$ cat src/rtl/md_pkg.sv
// md_pkg: shared opcode encodings, default latencies and counter width for the MD sequencer.
package md_pkg;
   typedef enum logic [3:0] {
      OP_NONE  = 4'd0,
      OP_MULT  = 4'd1,
      OP_MULTU = 4'd2,
      OP_DIV   = 4'd3,
      OP_DIVU  = 4'd4,
      OP_MTHI  = 4'd5,
      OP_MTLO  = 4'd6,
      OP_MFHI  = 4'd7,
      OP_MFLO  = 4'd8
   } md_op_e;
   typedef enum logic {ST_IDLE, ST_RUN} md_state_e;
   localparam int MULT_LAT_DEF = 5;
   localparam int DIV_LAT_DEF  = 10;
   localparam int CNT_W        = 4;
endpackage

$ cat src/rtl/md_arith.sv
// md_arith: combinational 64-bit product or {remainder, quotient}; divider present only with MD_DIV_EN.
module md_arith
   import md_pkg::*;
(
   input  logic [3:0]  op_i,
   input  logic [31:0] a_i,
   input  logic [31:0] b_i,
   output logic [63:0] res_o,
   output logic        div0_o
);
   logic        sgn;
   logic [63:0] ea, eb;
`ifdef MD_DIV_EN
   logic        dsg, na, nb, is_div;
   logic [31:0] ua, ub, dv, uq, ur;
`endif
   always_comb begin
      sgn = (op_i == OP_MULT);
      ea  = {{32{sgn & a_i[31]}}, a_i};
      eb  = {{32{sgn & b_i[31]}}, b_i};
`ifdef MD_DIV_EN
      // Divide magnitudes, then restore signs: quotient truncates toward zero, remainder follows the dividend.
      is_div = (op_i == OP_DIV) | (op_i == OP_DIVU);
      dsg    = (op_i == OP_DIV);
      na     = dsg & a_i[31];
      nb     = dsg & b_i[31];
      ua     = na ? -a_i : a_i;
      ub     = nb ? -b_i : b_i;
      div0_o = is_div & (b_i == 32'd0);
      dv     = div0_o ? 32'd1 : ub;
      uq     = ua / dv;
      ur     = ua % dv;
      res_o  = is_div ? {na ? -ur : ur, (na ^ nb) ? -uq : uq} : ea * eb;
`else
      div0_o = 1'b0;
      res_o  = ea * eb;
`endif
   end
endmodule

$ cat src/rtl/md_ctrl.sv
// md_ctrl: E-stage multiply/divide sequencer owning HI/LO, with fixed-latency busy counter and D-stage stall.
// Divide support is compiled in only when MD_DIV_EN is defined; otherwise DIV/DIVU behave as NONE.
module md_ctrl
   import md_pkg::*;
#(
   parameter int MULT_LAT = MULT_LAT_DEF,
   parameter int DIV_LAT  = DIV_LAT_DEF
) (
   input  logic        clk,
   input  logic        reset,
   input  logic        start,
   input  logic [3:0]  op,
   input  logic [31:0] A,
   input  logic [31:0] B,
   input  logic        cancel,
   output logic        busy,
   output logic        stall,
   output logic [31:0] out,
   output logic [31:0] hi,
   output logic [31:0] lo
);
   logic [CNT_W-1:0] cnt_q, cnt_d;
   logic [31:0]      hi_q, hi_d, lo_q, lo_d, res_hi_q, res_hi_d, res_lo_q, res_lo_d;
   logic             wr_q, wr_d;
   logic [63:0]      res;
   logic             div0, is_mul, is_div, acc;
   md_state_e        st;

   md_arith u_arith (
      .op_i   (op),
      .a_i    (A),
      .b_i    (B),
      .res_o  (res),
      .div0_o (div0)
   );

   assign is_mul = (op == OP_MULT) | (op == OP_MULTU);
`ifdef MD_DIV_EN
   assign is_div = (op == OP_DIV) | (op == OP_DIVU);
`else
   assign is_div = 1'b0;
`endif
   assign st    = (cnt_q != '0) ? ST_RUN : ST_IDLE;
   assign busy  = (st == ST_RUN);
   assign acc   = start & ~cancel & ~busy;
   assign stall = busy | (start & ~cancel & (is_mul | is_div));
   assign out   = (op == OP_MFHI) ? hi_q : (op == OP_MFLO) ? lo_q : 32'd0;
   assign hi    = hi_q;
   assign lo    = lo_q;

   always_comb begin
      cnt_d    = cnt_q;
      hi_d     = hi_q;
      lo_d     = lo_q;
      res_hi_d = res_hi_q;
      res_lo_d = res_lo_q;
      wr_d     = wr_q;
      if (st == ST_RUN) begin
         cnt_d = cnt_q - 1'b1;
         // A divide-by-zero still runs its full latency but never commits.
         if (cnt_q == CNT_W'(1) && wr_q) begin
            hi_d = res_hi_q;
            lo_d = res_lo_q;
         end
      end else if (acc && (is_mul || is_div)) begin
         cnt_d    = is_mul ? CNT_W'(MULT_LAT) : CNT_W'(DIV_LAT);
         res_hi_d = res[63:32];
         res_lo_d = res[31:0];
         wr_d     = ~div0;
      end else if (acc) begin
         hi_d = (op == OP_MTHI) ? A : hi_q;
         lo_d = (op == OP_MTLO) ? A : lo_q;
      end
   end

   always_ff @(posedge clk) begin
      if (reset) begin
         cnt_q    <= '0;
         hi_q     <= '0;
         lo_q     <= '0;
         res_hi_q <= '0;
         res_lo_q <= '0;
         wr_q     <= 1'b0;
      end else begin
         cnt_q    <= cnt_d;
         hi_q     <= hi_d;
         lo_q     <= lo_d;
         res_hi_q <= res_hi_d;
         res_lo_q <= res_lo_d;
         wr_q     <= wr_d;
      end
   end
endmodule

$ cat config.mk
export PLATFORM = sky130hd
export DESIGN_NAME = md_ctrl
export DESIGN_NICKNAME = d
export VERILOG_FILES = /design/src/rtl/md_pkg.sv /design/src/rtl/md_arith.sv /design/src/rtl/md_ctrl.sv
export SDC_FILE = /design/constraint.sdc
export NUM_CORES = 2
export LEC_CHECK = 0
export ABC_AREA = 1
export CAP_MARGIN = 20
export CORE_UTILIZATION = 26
export DETAILED_ROUTE_END_ITERATION = 8
export GPL_TIMING_DRIVEN = 0
export PLACE_DENSITY = 0.44
export SLEW_MARGIN = 15
export SYNTH_ARGS = -nofsm -noshare
export SYNTH_HDL_FRONTEND = slang
export SYNTH_HIERARCHICAL = 1
export SYNTH_SLANG_ARGS = --single-unit
$ cat constraint.sdc
create_clock -name clk -period 16.55 [get_ports clk]
set_input_delay 3.31 -clock clk [delete_from_list [all_inputs] [get_ports clk]]
set_output_delay 3.31 -clock clk [all_outputs]
set_load 0.01 [all_outputs]
### After elaboration in Yosys (flattened, before gate mapping)

Index checks and enable logic that the tools add are counted.

* register bits: 133
* output and inout bits: 98
* word-level logic and storage cells: 52

* add/subtract/negate cells: 1
* $mul: 1
* equality and inequality tests: 9
* multiplexer cells: 16
* bitwise logic cells: 9
* reduce and logical (&&, ||, !) cells: 10

Operator list (number)
* $mux W32: 12
* $mul A33 B33 Y64: 1
* $eq A4 B3 Y1 const B: 3
* $mux W4: 3
* $eq A4 B1 Y1 const B: 2
* $reduce_and A4 Y1: 2
* $reduce_bool A2 Y1: 4
* $and A1 B1 Y1: 5
* $eq A4 B2 Y1 const B: 1
* $eq A4 B4 Y1 const B: 1
* $reduce_bool A4 Y1: 1
* $sub A4 B1 Y4 const B: 1
* $logic_and A1 B1 Y1: 2
* $ne A2 B1 Y1 const B: 1
* $ne A2 B2 Y1 const B: 1
* $not A1 Y1: 2
* $or A1 B1 Y1: 2
* $reduce_and A2 Y1: 1
* $mux W1: 1

### Longest topological paths before layout

* depth in word-level cells: 7
* mapped depth: 36

### Cells and area by module

The synthesis kept the hierarchy.

Modules (own cells, without submodules)
* md_arith: instances 1, cells an instance 4994, area each 39710.6 µm²
* md_ctrl: instances 1, cells an instance 1036, area each 6633.9 µm²

### Least setup slack after synthesis

OpenSTA, ideal clock, no wires.

* path kind: input -> register
* start point: in op[0]
* end point: reg res_hi_q[30]
* setup time: 0.070 ns
* data arrival time: 10.196 ns
* data required time: 16.480 ns
* setup slack: 6.283 ns
* stages on the path: 31
* path buffers: 1
* cell sequence: inv_1 -> nor2_1 -> nand2_1 -> clkbuf_1 -> nor2_1 -> fa_1 -> inv_1 -> fa_1 -> inv_1 -> fa_1 -> inv_1 -> fa_1 -> fa_1 -> fa_1 -> fa_1 -> fa_1 -> inv_1 -> ha_1 -> nand2_1 -> nor2_1 -> inv_1 -> nor2_1 -> inv_1 -> nor2_1 -> and2_1 -> nand2_1 -> nand2_1 -> nand2_1 -> nand2_1 -> nand3_1 -> a21oi_1

RTL lines
* start, declared: line md_ctrl.sv:12 `input logic [3:0] op,`
* $eq A4 B1 Y1 *: line md_arith.sv:18 `sgn = (op_i == OP_MULT);`
* $and A1 B1 Y1 (on tied branches): line md_arith.sv:19, md_arith.sv:20
* $mul A33 B33 Y64 *: line md_arith.sv:36 `res_o = ea * eb;`
* net res[62]: line md_ctrl.sv:25 `logic [63:0] res;`
* end signal, assigned: line md_ctrl.sv:88 `res_hi_q <= res_hi_d;`
* end, declared: line md_ctrl.sv:23 `logic [31:0] hi_q, hi_d, lo_q, lo_d, res_hi_q, res_hi_d, res_lo_q, res_lo_d;`

Mark *: on every way through the listed nets, which the timed path passes. The rest lies on a longest branch.
A chain may end at the register's enable or synchronous reset.

### Worst setup path after layout

* start point: in op[0]
* end point: reg res_hi_q[8]

The elaborated chain is that of the path after synthesis.

==> results.md <==
- Status: finished with violations
- Failing checks: DRC
- Remaining DRCs: 12
- Post-Syn Nets: ~7,400
- Drt total wl: a little under 200,000 um
- Slew Viols, Final: 0
- Endpoints failing setup: 0
- Initial core utilization: 0.263
- Most frequent cells in the layout: inv_1 (1,685), nand2_1 (1,644), fa_1 (1,124)
- Flops & latches, synth: approximately 130
- Largest net degree at the start of global routing: 24
- Via-to-Cell Ratio: 4.52
- Hold_ws: 0.463 ns
- Hpwl dp: between 150,000 and 200,000 um
- Crit path max-delay cell type: fa_1
- Most common cell after layout, fill and taps aside: inv_1
- Slew HR: 0.178
- Die area: between 150,000 and 200,000 um^2
- Worst Path Buf+Inv: 5
- Worst flop-to-flop path startpoint: cnt_q[0]
- Least-Margin Pin Slew: 1.23 ns
- DP Area: 51,100 um^2
- Antenna-violating nets left: 0
- Fraction of layout cells with a size suffix above 1: 0.0247
- Global route overflow: 0
- CP Class: input pin to flop
- Final Hold Vio Count: 0
- Post-synth cell types: 44
- Core ar.: between 150,000 and 200,000 um^2
- Worst path top cell family by delay: adder cells
- Critical path arrival: between 10 and 15 ns
- # H-tree levels: 4
- Vias after detailed routing: between 30,000 and 40,000
- Die X: around 420 um
- Register-to-Register Setup Slack: 14.38 ns
- Hold buffer count at cts: 0
- Post-Syn Area: ~46,000 um^2
- Avg Synthesized Cell Area: about 7.7 um^2
- Clock latency reported for the late side of the worst-skew pair: between 0.4 and 0.5 ns
- Worst Skew: 0.00861 ns
- Largest fanout on the critical path: 10
- Clock transition at path regs: ~0.060 ns
- Minimum clock period: between 10 and 15 ns
- CP required: 16.92 ns
- Max Root-Sink Buffers: 2
- Reg-to-Reg End: lo[29]
- Fmax: 0.0778 GHz
- Ports: 170
- Drt initial violations: 3,021
- Die Y: approximately 420 um
- Global-route wire length before repair: slightly below 300,000 um
- CTS tree: yes
- HP Class: flop to flop
- Port Buffer Count: 160
- Final Cycle Share: 0.777
- Initial antenna violation count: 14
- # resized after CTS: 0
- CTS Root Cell: clkbuf_16
- Worst path most repeated cell: fa_1
- Delay of the slowest critical-path stage: 0.64 ns
- Post-synthesis sequential area ratio: 0.0575
- Drt first pass iters: 8
- Synthesis-to-finish area growth: 11.8%
- Vias in the first global route: approximately 42,000
- Critical path startpoint category: input pin
- Postcts setup bufs: 0
- Cts bufs inserted: 17
- Hold endpoint: res_lo_q[10]
- Synth warn: 6
- Yosys top cell by area: fa_1
- Syn Inst Count: 6,030
- Setup TNS: 0 ns
- Routability Congestion: 0.951
- Ranking of synthesized cells by area: fa_1 (49%), inv_1 (14%), nand2_1 (13%), ha_1 (5.8%), dfxtp_1 (5.7%)
- Total global-route track usage: 0.225
- Share of the synthesized area in the top cell type: 0.486
- WL/cell: 23.2 um
- CP Capture Type: flop
- Cell area after layout: ~52,000 um^2
- HP Start: res_lo_q[10]
- RSZ-0062 raised after global routing: false
- Hold Crit Depth: 2
- R2R depth: 10
- Nets: 7,640
- Total of max-cap violations: 0
- CTS sink cnt: around 130
- Site Rows: 154
[state kept, by name, summed over array words and instances, names as in the netlist]
name and flops:
hi 32, lo 32, res_hi_q 32, res_lo_q 32, cnt_q 4, wr_q 1
[cells in the mapped netlist (all sizes together)]
master	instances
clkbuf	271
nor4	5
o21bai	15
fa	1125
a21oi	213
dfxtp	133
buf	49
o211ai	2
o32ai	1
nor3	12
a21o	2
nand2	1648
nor2	242
xor2	36
nand4	19
o22ai	32
inv	1689
conb	1
ha	214
o21ai	44
a31oi	2
nand3	245
o21a	2
nand3b	6
and2	2
a21boi	2
or2	9
xnor2	9
[cell type report]
cell class,count,area (um^2)
plain buffers,320,1280
diodes,5,12.5
well taps,2340,2930
clock inverters,12,154
fillers,19500,125000
clock buffers,20,457
inverters,1689,6340
multi-input cells,3888,36100
repair buffers,180,1880
flip-flops and latches,133,2660
[worst register-to-register path, delay by kind of cell (launching register included)]
family / cells / cell delay, ns
adders and majority gates: 1 / 0.19
AOI/OAI and AO/OA: 1 / 0.38
and+or+nand+nor: 5 / 0.49
DFF: 1 / 0.41
buffers and inverters: 3 / 0.60
[per-layer routing]
layer	GRT usage	wire length [um]
met5	0	62
met4	0.0608	6290
met3	0.0276	11800
met2	0.375	93500
met1	0.306	87300
[cells by family after synthesis]
group,Yosys count,share of synthesized area
flops,133,0.0575
xor+xnor,45,0.00850
simple gates,2188,0.189
other cells,1,0.0000809
fa+ha+maj,1339,0.544
compound gates,315,0.0372
buf+inv,2009,0.164
[through the flow]
step                      setup WS, ns  instances  utilization
after floorplan                   6.28       6030            -
after global placement            3.17       8530        0.288
after detailed placement          3.14       8547        0.290
after CTS                         3.61       8579        0.293
after global routing              3.20       8582        0.293
final                             3.70       8587        0.293
[worst max path at each step]
stage | from | to | depth (start not counted)
after floorplan | op[0] | res_hi_q[30] | 31
after global placement | op[0] | res_hi_q[31] | 30
after detailed placement | op[0] | res_hi_q[31] | 29
after CTS | op[0] | res_hi_q[31] | 29
after global routing | op[0] | res_hi_q[31] | 32
final | op[0] | res_hi_q[8] | 26
Power is not shown: default switching activity piles up to over one toggle a cycle in this logic, so the estimate is an artifact.
